==> config.mk <==
export PLATFORM = sky130hd
export DESIGN_NAME = gvt_tracker_flat
export DESIGN_NICKNAME = d
export VERILOG_FILES = /design/src/rtl/pdes_pkg.sv /design/src/rtl/gvt_tracker_if.sv /design/src/rtl/gvt_tracker_min_node.sv /design/src/rtl/gvt_tracker.sv /design/src/flat_wrapper.sv
export SDC_FILE = /design/constraint.sdc
export NUM_CORES = 1
export LEC_CHECK = 0
export CORE_UTILIZATION = 39
export DETAILED_ROUTE_END_ITERATION = 12
export PLACE_DENSITY_LB_ADDON = 0.05
export SYNTH_ARGS = -nofsm -noshare
export SYNTH_HDL_FRONTEND = slang
export SYNTH_SLANG_ARGS = --single-unit
==> constraint.sdc <==
create_clock -name clk -period 5.6 [get_ports clk]
set_clock_uncertainty 0.15 [all_clocks]
set_input_delay 1.12 -clock clk [delete_from_list [all_inputs] [get_ports clk]]
set_output_delay 1.12 -clock clk [all_outputs]
set_load 0.01 [all_outputs]
==> src/rtl/pdes_pkg.sv <==
// Shared PDES types: timestamp width, tagged (valid,time) pair and a clog2 helper.
package pdes_pkg;

  localparam int unsigned TIME_WID = 16;

  typedef logic [TIME_WID-1:0] time_t;

  typedef struct packed {
    logic  vld;
    time_t tm;
  } tagged_time_t;

  // Ceiling log2 usable in constant expressions; clog2(1) = 0.
  function automatic int unsigned clog2(input int unsigned v);
    int unsigned r;
    r = 0;
    for (int unsigned p = 1; p < v; p = p << 1) begin
      r = r + 1;
    end
    return r;
  endfunction

endpackage

==> src/rtl/gvt_tracker_if.sv <==
// Bundle of per-core/event-queue inputs and GVT outputs for the tracker.
interface gvt_tracker_if #(
  parameter int unsigned NUM_CORE = 8,
  parameter int unsigned TIME_WID = 16
);
  logic [TIME_WID*NUM_CORE-1:0] core_times;
  logic [NUM_CORE-1:0]          core_vld;
  logic [TIME_WID-1:0]          next_event;
  logic                         next_event_vld;
  logic [TIME_WID-1:0]          gvt;
  logic                         gvt_vld;
  logic                         gvt_adv;
  logic                         idle;
  logic                         regress_err;

  modport master (
    output core_times, core_vld, next_event, next_event_vld,
    input  gvt, gvt_vld, gvt_adv, idle, regress_err
  );

  modport slave (
    input  core_times, core_vld, next_event, next_event_vld,
    output gvt, gvt_vld, gvt_adv, idle, regress_err
  );
endinterface

==> src/rtl/gvt_tracker_min_node.sv <==
// Registered two-input tagged-time minimum; ties and equal times favour input a.
module gvt_min_node #(
  parameter int unsigned TIME_WID = 16
) (
  input  logic                clk,
  input  logic                rst,
  input  logic                a_vld,
  input  logic [TIME_WID-1:0] a_t,
  input  logic                b_vld,
  input  logic [TIME_WID-1:0] b_t,
  output logic                y_vld,
  output logic [TIME_WID-1:0] y_t
);

  logic                y_vld_d, y_vld_q;
  logic [TIME_WID-1:0] y_t_d, y_t_q;

  // Select the smaller valid input; an all-invalid pair yields invalid time 0.
  always_comb begin
    y_vld_d = 1'b0;
    y_t_d   = '0;
    if (a_vld && b_vld) begin
      y_vld_d = 1'b1;
      y_t_d   = (b_t < a_t) ? b_t : a_t;
    end else if (a_vld) begin
      y_vld_d = 1'b1;
      y_t_d   = a_t;
    end else if (b_vld) begin
      y_vld_d = 1'b1;
      y_t_d   = b_t;
    end
  end

  // Pipeline register; reset clears the valid bit so in-flight samples are dropped.
  always_ff @(posedge clk) begin
    if (rst) begin
      y_vld_q <= 1'b0;
      y_t_q   <= '0;
    end else begin
      y_vld_q <= y_vld_d;
      y_t_q   <= y_t_d;
    end
  end

  assign y_vld = y_vld_q;
  assign y_t   = y_t_q;

endmodule

==> src/rtl/gvt_tracker.sv <==
// Pipelined GVT tracker: registered min-tree over cores + queue head, then a monotonic update stage.
module gvt_tracker #(
  parameter int unsigned NUM_CORE = 8,
  parameter int unsigned TIME_WID = 16
) (
  input logic          clk,
  input logic          rst,
  gvt_tracker_if.slave bus
);
  import pdes_pkg::*;

  localparam int unsigned LEVELS = clog2(NUM_CORE + 1);
  localparam int unsigned N_LEAF = 32'(1) << LEVELS;
  localparam int unsigned N_NODE = N_LEAF - 1;

  // Leaves are heap slots N_NODE..2*N_NODE; node g has children 2g+1 and 2g+2.
  logic                leaf_vld [N_LEAF];
  logic [TIME_WID-1:0] leaf_t   [N_LEAF];
  logic                node_vld [N_NODE];
  logic [TIME_WID-1:0] node_t   [N_NODE];

  for (genvar g = 0; g < N_LEAF; g++) begin : g_leaf
    if (g < NUM_CORE) begin : g_core
      assign leaf_vld[g] = bus.core_vld[g];
      assign leaf_t[g]   = bus.core_times[TIME_WID*g +: TIME_WID];
    end else if (g == NUM_CORE) begin : g_queue
      assign leaf_vld[g] = bus.next_event_vld;
      assign leaf_t[g]   = bus.next_event;
    end else begin : g_pad
      assign leaf_vld[g] = 1'b0;
      assign leaf_t[g]   = '0;
    end
  end

  for (genvar g = 0; g < N_NODE; g++) begin : g_node
    localparam int unsigned CA = 2*g + 1;
    localparam int unsigned CB = 2*g + 2;
    if (CA >= N_NODE) begin : g_from_leaf
      gvt_min_node #(.TIME_WID(TIME_WID)) u_node (
        .clk   (clk),
        .rst   (rst),
        .a_vld (leaf_vld[CA-N_NODE]),
        .a_t   (leaf_t[CA-N_NODE]),
        .b_vld (leaf_vld[CB-N_NODE]),
        .b_t   (leaf_t[CB-N_NODE]),
        .y_vld (node_vld[g]),
        .y_t   (node_t[g])
      );
    end else begin : g_from_node
      gvt_min_node #(.TIME_WID(TIME_WID)) u_node (
        .clk   (clk),
        .rst   (rst),
        .a_vld (node_vld[CA]),
        .a_t   (node_t[CA]),
        .b_vld (node_vld[CB]),
        .b_t   (node_t[CB]),
        .y_vld (node_vld[g]),
        .y_t   (node_t[g])
      );
    end
  end

  logic                cand_vld;
  logic [TIME_WID-1:0] cand_t;
  assign cand_vld = node_vld[0];
  assign cand_t   = node_t[0];

  logic [TIME_WID-1:0] gvt_d, gvt_q;
  logic                gvt_vld_d, gvt_vld_q;
  logic                gvt_adv_d, gvt_adv_q;
  logic                idle_d, idle_q;
  logic                regress_err_d, regress_err_q;

  // Update rule: gvt only moves forward; a lower candidate sets the sticky error.
  always_comb begin
    gvt_d         = gvt_q;
    gvt_vld_d     = gvt_vld_q;
    gvt_adv_d     = 1'b0;
    idle_d        = 1'b1;
    regress_err_d = regress_err_q;
    if (cand_vld) begin
      idle_d = 1'b0;
      if (!gvt_vld_q || (cand_t > gvt_q)) begin
        gvt_d     = cand_t;
        gvt_vld_d = 1'b1;
        gvt_adv_d = 1'b1;
      end else if (cand_t < gvt_q) begin
        regress_err_d = 1'b1;
      end
    end
  end

  // Output/state register for the update stage.
  always_ff @(posedge clk) begin
    if (rst) begin
      gvt_q         <= '0;
      gvt_vld_q     <= 1'b0;
      gvt_adv_q     <= 1'b0;
      idle_q        <= 1'b1;
      regress_err_q <= 1'b0;
    end else begin
      gvt_q         <= gvt_d;
      gvt_vld_q     <= gvt_vld_d;
      gvt_adv_q     <= gvt_adv_d;
      idle_q        <= idle_d;
      regress_err_q <= regress_err_d;
    end
  end

  assign bus.gvt         = gvt_q;
  assign bus.gvt_vld     = gvt_vld_q;
  assign bus.gvt_adv     = gvt_adv_q;
  assign bus.idle        = idle_q;
  assign bus.regress_err = regress_err_q;

endmodule

==> src/flat_wrapper.sv <==
// flat-port wrapper written by rule: the top's interface ports become plain ports
module gvt_tracker_flat import pdes_pkg::*;
#(
  parameter int unsigned NUM_CORE = 8,
  parameter int unsigned TIME_WID = 16
)
  (clk, rst, bus_core_times, bus_core_vld, bus_next_event, bus_next_event_vld, bus_gvt, bus_gvt_vld, bus_gvt_adv, bus_idle, bus_regress_err);
  gvt_tracker_if #(.NUM_CORE(NUM_CORE), .TIME_WID(TIME_WID)) bus_i ();
  input logic clk;
  input logic rst;
  input wire logic [$bits(bus_i.core_times)-1:0] bus_core_times;
  input wire logic [$bits(bus_i.core_vld)-1:0] bus_core_vld;
  input wire logic [$bits(bus_i.next_event)-1:0] bus_next_event;
  input wire logic [$bits(bus_i.next_event_vld)-1:0] bus_next_event_vld;
  output wire logic [$bits(bus_i.gvt)-1:0] bus_gvt;
  output wire logic [$bits(bus_i.gvt_vld)-1:0] bus_gvt_vld;
  output wire logic [$bits(bus_i.gvt_adv)-1:0] bus_gvt_adv;
  output wire logic [$bits(bus_i.idle)-1:0] bus_idle;
  output wire logic [$bits(bus_i.regress_err)-1:0] bus_regress_err;
  assign bus_i.core_times = bus_core_times;
  assign bus_i.core_vld = bus_core_vld;
  assign bus_i.next_event = bus_next_event;
  assign bus_i.next_event_vld = bus_next_event_vld;
  assign bus_gvt = bus_i.gvt;
  assign bus_gvt_vld = bus_i.gvt_vld;
  assign bus_gvt_adv = bus_i.gvt_adv;
  assign bus_idle = bus_i.idle;
  assign bus_regress_err = bus_i.regress_err;
  gvt_tracker #(.NUM_CORE(NUM_CORE), .TIME_WID(TIME_WID)) u_core (.clk(clk), .rst(rst), .bus(bus_i));
endmodule
### After elaboration in Yosys (flattened, before gate mapping)

Cells that the tools add are included.

| storage, ports and cells | value |
|---|---|
| latch bits | 0 |
| word-level logic and storage cells | 119 |
| RAM bits | 0 |
| bits in registers | 207 |
| output and inout bits | 20 |
| ROM bits | 0 |
| memories kept | 0 |
| bits of input ports | 155 |

| cells by class | value |
|---|---|
| bitwise logic cells | 5 |
| reductions and logical operators | 16 |
| equality and inequality tests | 0 |
| multiply operators | 0 |
| div/mod/pow operators | 0 |
| magnitude comparators | 10 |
| mux-type cells | 61 |
| shifts and indexed selects | 0 |
| add/sub/neg operators | 0 |

Operators with widths:

| operator | count |
|---|---|
| 16-bit two-way mux | 32 |
| 16-bit less-than comparator | 9 |
| 1-bit two-way mux | 29 |
| 16-bit > comparator | 1 |
| 1-bit logical AND | 8 |
| 2-bit OR reduction | 4 |
| 1-bit NOT | 5 |
| 3-bit AND reduction | 1 |
| 2-bit AND reduction | 1 |
| 1-bit logical NOT | 1 |
| 1-bit logical OR | 1 |

### Depth between registers and ports, before layout

Gate-level depths: netlist of the first run.

| depth | value |
|---|---|
| word-level depth | 4 |
| gate-level depth with buffers | 10 |
| gate-level depth less buffers | 8 |

### Cells and area by module

A second synthesis of the first run with hierarchy kept.

| unflattened totals | value |
|---|---|
| cell total of the unflattened synthesis | 1790 |
| area, all modules | 17523.1 um2 |

Modules (own cells, without submodules):

| module | cells each | instances | area each (um2) | seq. area each (um2) |
|---|---|---|---|---|
| gvt_min_node | 110 | 15 | 1083.5 | 340.3 |
| gvt_tracker | 140 | 1 | 1270.0 | 400.4 |

### Worst setup path after synthesis of the first run

Ideal clock, no wire load.

| path | value |
|---|---|
| path kind | in2reg |
| start | input port bus_core_times[71] |
| end | register u_core.g_node[9].g_from_leaf.u_node.y_t_q[10] |
| path slack | 2.524 ns |
| cell stages on the path | 10 |
| path buffers | 2 |
| arrival | 2.810 ns |
| library setup time | 0.117 ns |
| data required time | 5.333 ns |
| cells stage by stage | inv_1 ha_1 and2_1 a221oi_1 o21ai_1 a211o_1 and3b_1 buf_6 buf_2 a22o_1 |

| between the ends | value |
|---|---|
| cells in the longest elaborated chain, start to end | 3 |

Ends and longest elaborated chain:

| item | RTL line | RTL |
|---|---|---|
| from (decl) | flat_wrapper.sv:11 | `input wire logic [$bits(bus_i.core_times)-1:0] bus_core_times;` |
| 16-bit less-than comparator | gvt_tracker_min_node.sv:24 | `y_t_d = (b_t < a_t) ? b_t : a_t;` |
| 16-bit two-way mux | gvt_tracker_min_node.sv:24 |  |
| 16-bit two-way mux | gvt_tracker_min_node.sv:22 | `if (a_vld && b_vld) begin` |
| to (signal assigned) | gvt_tracker_min_node.sv:41 | `y_t_q <= y_t_d;` |
| to (decl) | gvt_tracker_min_node.sv:16 | `logic [TIME_WID-1:0] y_t_d, y_t_q;` |

Every way passes these cells.
A chain may end at the register's enable or synchronous reset.

### Final worst setup path of the first run

| path | value |
|---|---|
| start | input port bus_core_times[71] |
| end | register u_core.g_node[9].g_from_leaf.u_node.y_t_q[3] |

Same word-level chain as after synthesis.

==> results of run 1 <==
cell families after synthesis:
| group | synth area share [%] |
|---|---|
| mux | 1.63 |
| buf+inv | 7.51 |
| compound gates | 20.1 |
| fa+ha+maj | 17.3 |
| flops | 42.2 |
| simple gates | 11.2 |
stage by stage:
stage	worst slack, ps	utilization (%)
detailed placement	1640	47.9
finish	2200	50.9
CTS	2150	50.9
global route	2070	50.9
floorplan	2520	-
global placement	1720	47.9
synthesized netlist by cell type, types with 2 or more instances:
library cell,count,area share (%)
a211oi_1,2,0.15
a22o_1,128,11
nand4_1,23,1.5
and2_1,53,3.4
a41oi_1,4,0.36
inv_1,138,5.3
a31oi_1,7,0.45
buf_4,6,0.46
o21ai_1,8,0.41
nand2_1,23,0.88
nor2_1,48,1.8
nand2b_1,12,0.76
mux2i_1,16,1.6
nand4b_1,4,0.36
nor3b_1,2,0.15
buf_2,13,0.66
nor3_1,4,0.20
and3b_1,7,0.62
nor4_1,3,0.19
a2111oi_0,2,0.18
o41ai_2,2,0.33
ha_1,136,17
a41o_1,2,0.20
a21oi_2,7,0.62
dfxtp_1,207,42
a21o_1,14,1.1
nand3_1,5,0.25
a211o_1,7,0.62
o2111ai_1,4,0.36
a2111o_1,2,0.23
a221oi_1,4,0.36
buf_6,5,0.57
clkbuf_1,7,0.27
o21ai_0,15,0.76
nor2b_1,7,0.45
a21oi_1,27,1.4
critical path, delay by kind of cell:
family | cells | cell delay, ps
adder cells (fa/ha/maj) | 1 | 290
AO/OA/AOI/OAI | 5 | 1570
AND/OR/NAND/NOR | 1 | 180
buffers and inverters | 2 | 530
flip-flops by register name, indices dropped and copies added (netlist names):
signal                                  cells
u_core.bus.idle                             1
u_core.g_node.g_from_leaf.u_node.y_t       80
u_core.bus.gvt                             16
u_core.g_node.g_from_leaf.u_node.y_vld      5
u_core.g_node.g_from_node.u_node.y_t       96
u_core.g_node.g_from_node.u_node.y_vld      6
u_core.bus.gvt_adv                          1
u_core.bus.regress_err                      1
u_core.bus.gvt_vld                          1
per-layer routing:
| metal | share of wire, % | track usage [%] | up-vias |
|---|---|---|---|
| li1 | - | - | 3801 |
| met1 | 47 | 20.9 | 3237 |
| met2 | 47 | 28.7 | 152 |
| met3 | 4.8 | 3.38 | 30 |
| met4 | 1.8 | 4.20 | 0 |
| met5 | 0 | 0 | - |
layout make-up:
class | instances | area [um^2]
clock buffer | 32 | 649
clock inverter | 6 | 80.1
fill | 2288 | 12100
inverter | 138 | 518
multi-input combinational | 594 | 4940
sequential | 207 | 4140
tap | 324 | 405
timing repair buffer | 175 | 1740
worst min path at each step:
| stage | cells past startpoint | from | slack (ps) | to |
|---|---|---|---|---|
| final | 1 | u_core.g_node[11].g_from_leaf.u_node.y_t[0] | 270 | u_core.g_node[5].g_from_node.u_node.y_t[0] |
| after floorplan | 1 | u_core.g_node[5].g_from_node.u_node.y_t[0] | 260 | u_core.g_node[2].g_from_node.u_node.y_t[0] |
| after detailed placement | 1 | u_core.g_node[5].g_from_node.u_node.y_t[0] | 260 | u_core.g_node[2].g_from_node.u_node.y_t[0] |
| after CTS | 1 | u_core.g_node[5].g_from_node.u_node.y_t[0] | 270 | u_core.g_node[2].g_from_node.u_node.y_t[0] |
| after global routing | 1 | u_core.g_node[11].g_from_leaf.u_node.y_t[0] | 280 | u_core.g_node[5].g_from_node.u_node.y_t[0] |
| after global placement | 1 | u_core.g_node[5].g_from_node.u_node.y_t[0] | 260 | u_core.g_node[2].g_from_node.u_node.y_t[0] |
cells in the final DEF, fill, tap and decap left out, drive strengths merged, types with 13 or more instances in the layout:
cell type	synthesis	final
and2	53	53
mux2i	16	16
a21o	14	14
nor2	48	48
clkdlybuf4s50	0	173
o21ai	23	23
dfxtp	207	207
a22o	128	128
ha	136	136
clkbuf	8	32
nand2b	13	13
nand4	23	23
nand2	23	23
a21oi	34	34
inv	138	138
where the power goes:
| group | internal, mW | total [mW] | switching [mW] |
|---|---|---|---|
| sequential | 1.54 | 1.59 | 0.0487 |
| clock | 0.893 | 1.44 | 0.550 |
| combinational | 0.262 | 0.493 | 0.231 |
| total | 2.70 | 3.53 | 0.830 |
==> flow_summary.yaml, run 1 <==
status:
  status: "complete, no violations"
job:
  maxCapViolations: 0
place:
  gp_congestion: 0.819
  io_buffers: 174
  dp.cells: 1438
  dpl_cell_area_um2: 11700
  dp.final_hpwl_um: 17200
route:
  routed_wl_um: 21400
  viasPerCell: 4.89
  vias: 7220
  drc: 0
  wire_per_inst_um: 14.5
  postRouteAntennaNets: 0
  drt_iter0_drc: 249
  first_pass_iters: 4
logic_synthesis:
  ys_warn_count: 0
  yosysSeqAreaShare_pct: 42.2
  synth-seq-cells: 207
  syn-cell-area_um2: 9820
  syn_inst: 973
  synth_cell_type_count: 55
  syn_area_per_cell_um2: 10.1
  syn_nets: 1264
  synthFlopType: "dfxtp_1"
  async_flop_share_pct: 0
  synth_edf_count: 0
clocking:
  clock_latency_ps: 490
  cts_buffer_depth: 3
  numCtsBuffers: 23
  clk_pin_slew_ps: 60
  cts_setup_buffers: 0
  cts_resized: 0
  cts_hold_buf: 0
  root_buffer: "clkbuf_16"
  cts.sinks: 207
  htree_levels: 1
  cts_tree: "built"
worst_setup_path:
  reg2reg_depth: 8
  critical_path.cell_chain: "clkdlybuf4s50_1, inv_1, ha_1, and2_1, a221oi_1, o21ai_1, a211o_1, a21oi_2, a22o_1"
  cp-start-kind: "input port"
  r2r_start: "u_core.bus.gvt[15]"
  critPathMaxFanout: 16
  reg2reg_to: "u_core.bus.gvt[13]"
  critPathSlowestCell: "a21oi_2"
  reg2reg_setup_slack_ps: 2690
  critPathKind: "in2reg"
  required_ps: 5880
  critPathMaxStageDelay_ps: 590
  worstSetupStartpoint: "bus_core_times[71]"
  cp_data_arrival_time_ps: 3680
  cp-endpoint: "u_core.g_node[9].g_from_leaf.u_node.y_t[3]"
  cp-end-kind: "register"
global_route:
  overflow: 0
  groute.usage.overall_pct: 16.6
  grt_first_pass_wirelength_um: 34600
  antenna_found_initial: 0
  grt_max_degree: 47
  grt_pass1_vias: 7158
finish:
  area_growth_pct: 27.1
  finalNetCount: 1430
  design_area_um2: 12500
  stdcell_count: 1476
  antennaDiodeCount: 0
  drive_gt1_share_pct: 4.60
sta:
  finalCriticalPeriod_ps: 3400
  worst_slew_pin_slew_ps: 1010
  relSlewSlack_pct: 33.0
  whs_ps: 273
  period_share_pct: 60.8
  clock.fmax_mhz: 294
  rsz0062_at_grt: "false"
  slew_viol_final: 0
  tns_ps: 0
  setup_viol: 0
  hold_violations: 0
floorplan:
  dieWidth_um: 161
  start_util_pct: 40.0
  die_area_um2: 25800
  io_pins: 175
  core-area_um2: 24500
  dieHeight_um: 161
  row_count: 57
pwr:
  ir_worst_vdd_mv: 0.163
  leakagePower_nw: 5.45
  power_mw: 3.53
  powerDensity_nw_per_um2: 283
worst_hold_path:
  hp-class: "reg2reg"
Power figures use the tool's default switching activity.
==> run 2: changes to the inputs <==
clock period = 3.3 ns   (was 5.6 ns; I/O delays follow)
==> flow_summary.yaml, run 2 (same netlist as run 1, synthesis figures left out) <==
clocking:
  cts.sinks: 207
  root_buffer: "clkbuf_16"
  cts_resized: 0
  cts_setup_buffers: 0
  cts_tree: "built"
  clk_pin_slew_ps: 60
  clock_latency_ps: 500
  cts_buffer_depth: 3
  htree_levels: 1
  cts_hold_buf: 0
  numCtsBuffers: 23
floorplan:
  dieHeight_um: 161
  dieWidth_um: 161
  core-area_um2: 24500
  die_area_um2: 25800
  io_pins: 175
  start_util_pct: 40.0
  row_count: 57
finish:
  drive_gt1_share_pct: 5.76
  final_util_pct: 51.3
  area_growth_pct: 28.3
  n_fill_cell: 2316
  antennaDiodeCount: 0
  mostFrequentLayoutCells: "dfxtp_1, clkdlybuf4s50_1, inv_1"
  layout_commonest_cell: "dfxtp_1"
  finalNetCount: 1441
  largest_register_ffs: 96
sta:
  period_share_pct: 84.7
  finalCriticalPeriod_ps: 2800
  worst_slew_pin_slew_ps: 898
  slew_viol_final: 0
  setup_viol: 0
  clock.fmax_mhz: 358
  relSlewSlack_pct: 39.9
  rsz0062_at_grt: "false"
  hold_violations: 0
worst_hold_path:
  hold_path_startpoint: "u_core.g_node[11].g_from_leaf.u_node.y_t[3]"
  hold_end: "u_core.g_node[5].g_from_node.u_node.y_t[3]"
  hold-path-cell-count: 1
  hp-class: "reg2reg"
worst_setup_path:
  cp_data_arrival_time_ps: 3030
  critPathKind: "in2reg"
  cp-end-kind: "register"
  reg2reg_to: "u_core.g_node[0].g_from_node.u_node.y_t[15]"
  reg2reg_depth: 8
  r2r_start: "u_core.g_node[1].g_from_node.u_node.y_t[7]"
  critPathMaxFanout: 16
  cp-start-kind: "input port"
  required_ps: 3540
  reg2reg_setup_slack_ps: 600
pwr:
  internal_power_mw: 4.62
  clockPowerShare_pct: 41.3
  powerDensity_nw_per_um2: 481
  switchingPower_mw: 1.45
  leakagePower_nw: 5.51
  power_mw: 6.06
  power_frac_seq_pct: 44.6
  ir_worst_vdd_mv: 0.307
  switching_share_pct: 23.8
  pwr-share-comb_pct: 14.1
global_route:
  grt_max_degree: 27
  antenna_found_initial: 0
  grt_pass1_vias: 7393
  grt_first_pass_wirelength_um: 35100
  groute.usage.overall_pct: 16.8
  overflow: 0
route:
  postRouteAntennaNets: 0
  drt_iter0_drc: 230
  wire_per_inst_um: 14.5
  viasPerCell: 4.94
  drc: 0
  first_pass_iters: 4
  vias: 7344
  routed_wl_um: 21500
status:
  status: "complete, no violations"
place:
  io_buffers: 174
  dp.final_hpwl_um: 17400
  gp_congestion: 0.807
job:
  maxCapViolations: 0
## run 2: cell count changes in the layout (fill, tap and decap cells not counted), sizes merged
cell,delta
buf,+11
clkinvlp,+2
clkbuf,-1
## run 2: final cells by class
cell class	count	area [um^2]	share of cell area (%)
well taps	324	405	3.22
clock inverters	8	95.1	0.755
clock buffers	31	656	5.21
repair buffers	186	1840	14.6
flip-flops and latches	207	4140	32.9
multi-input cells	594	4940	39.2
inverters	138	518	4.11
## run 2: power groups by stage
stage	Sequential (mW)	Clock, mW	Combinational [mW]
floorplan	2.72	0	0.530
global placement	2.76	0	0.853
detailed placement	2.76	0	0.860
CTS	2.70	2.59	0.865
global route	2.71	2.68	0.972
finish	2.70	2.50	0.857
## run 2: stage by stage
stage	instance area, um^2	std cells	setup WS, ps	TNS, ps	hold slack (ps)
floorplan	9820	973	684	0	256
global placement	11800	1449	-2.30	-2.30	263
detailed placement	11800	1449	3.77	0	261
CTS	12600	1488	524	0	274
global route	12600	1488	361	0	291
finish	12600	1488	504	0	271
## run 2: worst max path at each step
| stage | startpoint | endpoint | slack [ps] | cells after the start |
|---|---|---|---|---|
| 2_1_floorplan | bus_core_times[71] | u_core.g_node[9].g_from_leaf.u_node.y_t[10] | 680 | 10 |
| 3_3_place_gp | bus_core_times[103] | u_core.g_node[10].g_from_leaf.u_node.y_t[11] | -2 | 9 |
| 3_5_place_dp | bus_core_times[103] | u_core.g_node[10].g_from_leaf.u_node.y_t[11] | 4 | 9 |
| 4_1_cts | bus_core_times[103] | u_core.g_node[10].g_from_leaf.u_node.y_t[11] | 520 | 9 |
| 5_1_grt | bus_core_times[69] | u_core.g_node[9].g_from_leaf.u_node.y_t[12] | 360 | 9 |
| 6_report | bus_core_times[103] | u_core.g_node[10].g_from_leaf.u_node.y_t[11] | 500 | 9 |
## run 2: per-layer routing
metal	vias up	wire [um]	track usage, %
met1	3335	10000	21.4
met2	162	9980	28.6
met5	-	0	0
met3	31	1090	3.18
li1	3816	-	-
met4	0	452	5.06
## run 2: critical path, cell delays in order
cell             delay (ps)
clkdlybuf4s50_1         500
inv_1                    50
ha_1                    300
and2_1                  170
a221oi_1                260
o21ai_1                 140
a211o_1                 290
and3b_1                 380
a22o_1                  280
==> run 3: changes to the inputs <==
clock period = 2.6 ns   (was 3.3 ns; I/O delays follow)
==> flow_summary.yaml, run 3 (same netlist as run 1, synthesis figures left out) <==
finish:
  antennaDiodeCount: 0
  largest_register_ffs: 96
  area_growth_pct: 40.0
  drive_gt1_share_pct: 15.9
  layout_commonest_cell: "dfxtp_1"
  n_fill_cell: 2272
  finalNetCount: 1564
  final_util_pct: 56.0
  mostFrequentLayoutCells: "dfxtp_1, clkdlybuf4s50_1, inv_1"
worst_setup_path:
  cp-start-kind: "input port"
  r2r_start: "u_core.g_node[9].g_from_leaf.u_node.y_t[11]"
  reg2reg_to: "u_core.g_node[4].g_from_node.u_node.y_t[9]"
  reg2reg_depth: 9
  reg2reg_setup_slack_ps: 110
  critPathMaxFanout: 8
  cp_data_arrival_time_ps: 2790
  required_ps: 2890
  cp-end-kind: "register"
  critPathKind: "in2reg"
sta:
  setup_viol: 0
  period_share_pct: 96.1
  rsz0062_at_grt: "true"
  worst_slew_pin_slew_ps: 452
  hold_violations: 0
  slew_viol_final: 0
  clock.fmax_mhz: 400
  relSlewSlack_pct: 69.5
  finalCriticalPeriod_ps: 2500
global_route:
  groute.usage.overall_pct: 17.2
  grt_first_pass_wirelength_um: 36300
  overflow: 0
  antenna_found_initial: 0
  grt_max_degree: 42
  grt_pass1_vias: 7641
pwr:
  internal_power_mw: 6.01
  leakagePower_nw: 6.21
  ir_worst_vdd_mv: 0.430
  power_mw: 7.86
  powerDensity_nw_per_um2: 572
  switchingPower_mw: 1.85
  clockPowerShare_pct: 39.7
  power_frac_seq_pct: 43.6
  pwr-share-comb_pct: 16.6
  switching_share_pct: 23.6
floorplan:
  core-area_um2: 24500
  dieHeight_um: 161
  die_area_um2: 25800
  io_pins: 175
  start_util_pct: 40.0
  row_count: 57
  dieWidth_um: 161
place:
  io_buffers: 174
  gp_congestion: 0.795
  dp.final_hpwl_um: 18300
route:
  first_pass_iters: 4
  viasPerCell: 4.80
  routed_wl_um: 22400
  drc: 0
  wire_per_inst_um: 13.9
  vias: 7738
  postRouteAntennaNets: 0
  drt_iter0_drc: 265
job:
  maxCapViolations: 0
worst_hold_path:
  hold-path-cell-count: 2
  hp-class: "in2reg"
  hold_end: "u_core.g_node[7].g_from_leaf.u_node.y_t[7]"
  hold_path_startpoint: "bus_core_times[7]"
clocking:
  clock_latency_ps: 490
  cts.sinks: 207
  cts_buffer_depth: 3
  cts_tree: "built"
  cts_hold_buf: 0
  root_buffer: "clkbuf_16"
  clk_pin_slew_ps: 60
  htree_levels: 1
  numCtsBuffers: 22
status:
  status: "complete, no violations"
run 3: cell types whose count changed in the layout (fill, tap and decap cells not counted), sizes merged:
| cell | delta |
|---|---|
| buf | +123 |
| clkdlybuf4s50 | -4 |
| dlymetal6s2s | +4 |
| bufinv | -1 |
| clkinvlp | -1 |
| clkbuf | +4 |
run 3: power groups by stage:
stage          logic, mW  registers (mW)  clock network [mW]
2_1_floorplan      0.672            3.45                   0
3_5_place_dp        1.25            3.50                   0
4_1_cts             1.26            3.43                3.22
5_1_grt             1.46            3.44                3.38
3_3_place_gp        1.23            3.50                   0
6_report            1.31            3.43                3.12
run 3: repair_timing:
action                                  in CTS  in global routing
buffers inserted                             0                  4
cloned                                       0                  1
endpoints found under the setup margin      34                104
pin swaps                                    0                 12
resized for setup                            4                 23
run 3: routing by layer:
layer	vias up	wire, um	part of all wire [%]	global-route usage [%]
met4	0	312	1.4	3.72
met3	23	1260	5.6	3.62
met1	3487	10300	46	21.8
met5	-	0	0	0
li1	4069	-	-	-
met2	159	10500	47	29.8
run 3: area by class of cell:
cell class / instances / area (um^2) / share of cell area (%)
clock buffers: 34 / 697 / 5.07
well taps: 324 / 405 / 2.95
flip-flops and latches: 207 / 4140 / 30.2
repair buffers: 310 / 2860 / 20.8
multi-input cells: 594 / 5060 / 36.9
inverters: 138 / 518 / 3.77
clock inverters: 6 / 57.6 / 0.419
run 3: stage by stage:
stage          instances  setup TNS [ps]  hold WS (ps)  cell area [um^2]  setup slack (ps)
2_1_floorplan        973               0           256              9820               124
3_3_place_gp        1568          -28010           264             12800              -534
3_5_place_dp        1568          -31070           266             12800              -560
4_1_cts             1608               0           281             13500              21.6
5_1_grt             1613               0           204             13700              2.08
6_report            1613               0           185             13700               100
run 3: critical path, cell delays in order:
cell and delay [ps]:
clkdlybuf4s50_1 490, inv_1 50, ha_1 290, a21o_1 170
a221oi_2 200, o21ai_1 100, a211o_1 310, buf_4 140
a21oi_4 190, clkbuf_16 190, a22o_1 140
run 3: worst max path at each step:
stage          cells past startpoint  slack [ps]                                     endpoint               start
6_report                          11         100  u_core.g_node[8].g_from_leaf.u_node.y_t[13]  bus_core_times[37]
5_1_grt                           11           2  u_core.g_node[8].g_from_leaf.u_node.y_t[15]  bus_core_times[37]
4_1_cts                            9          20   u_core.g_node[8].g_from_leaf.u_node.y_t[0]  bus_core_times[39]
3_5_place_dp                       9        -560   u_core.g_node[7].g_from_leaf.u_node.y_t[8]   bus_core_times[7]
3_3_place_gp                       9        -530   u_core.g_node[7].g_from_leaf.u_node.y_t[6]   bus_core_times[7]
2_1_floorplan                     10         120  u_core.g_node[9].g_from_leaf.u_node.y_t[10]  bus_core_times[71]
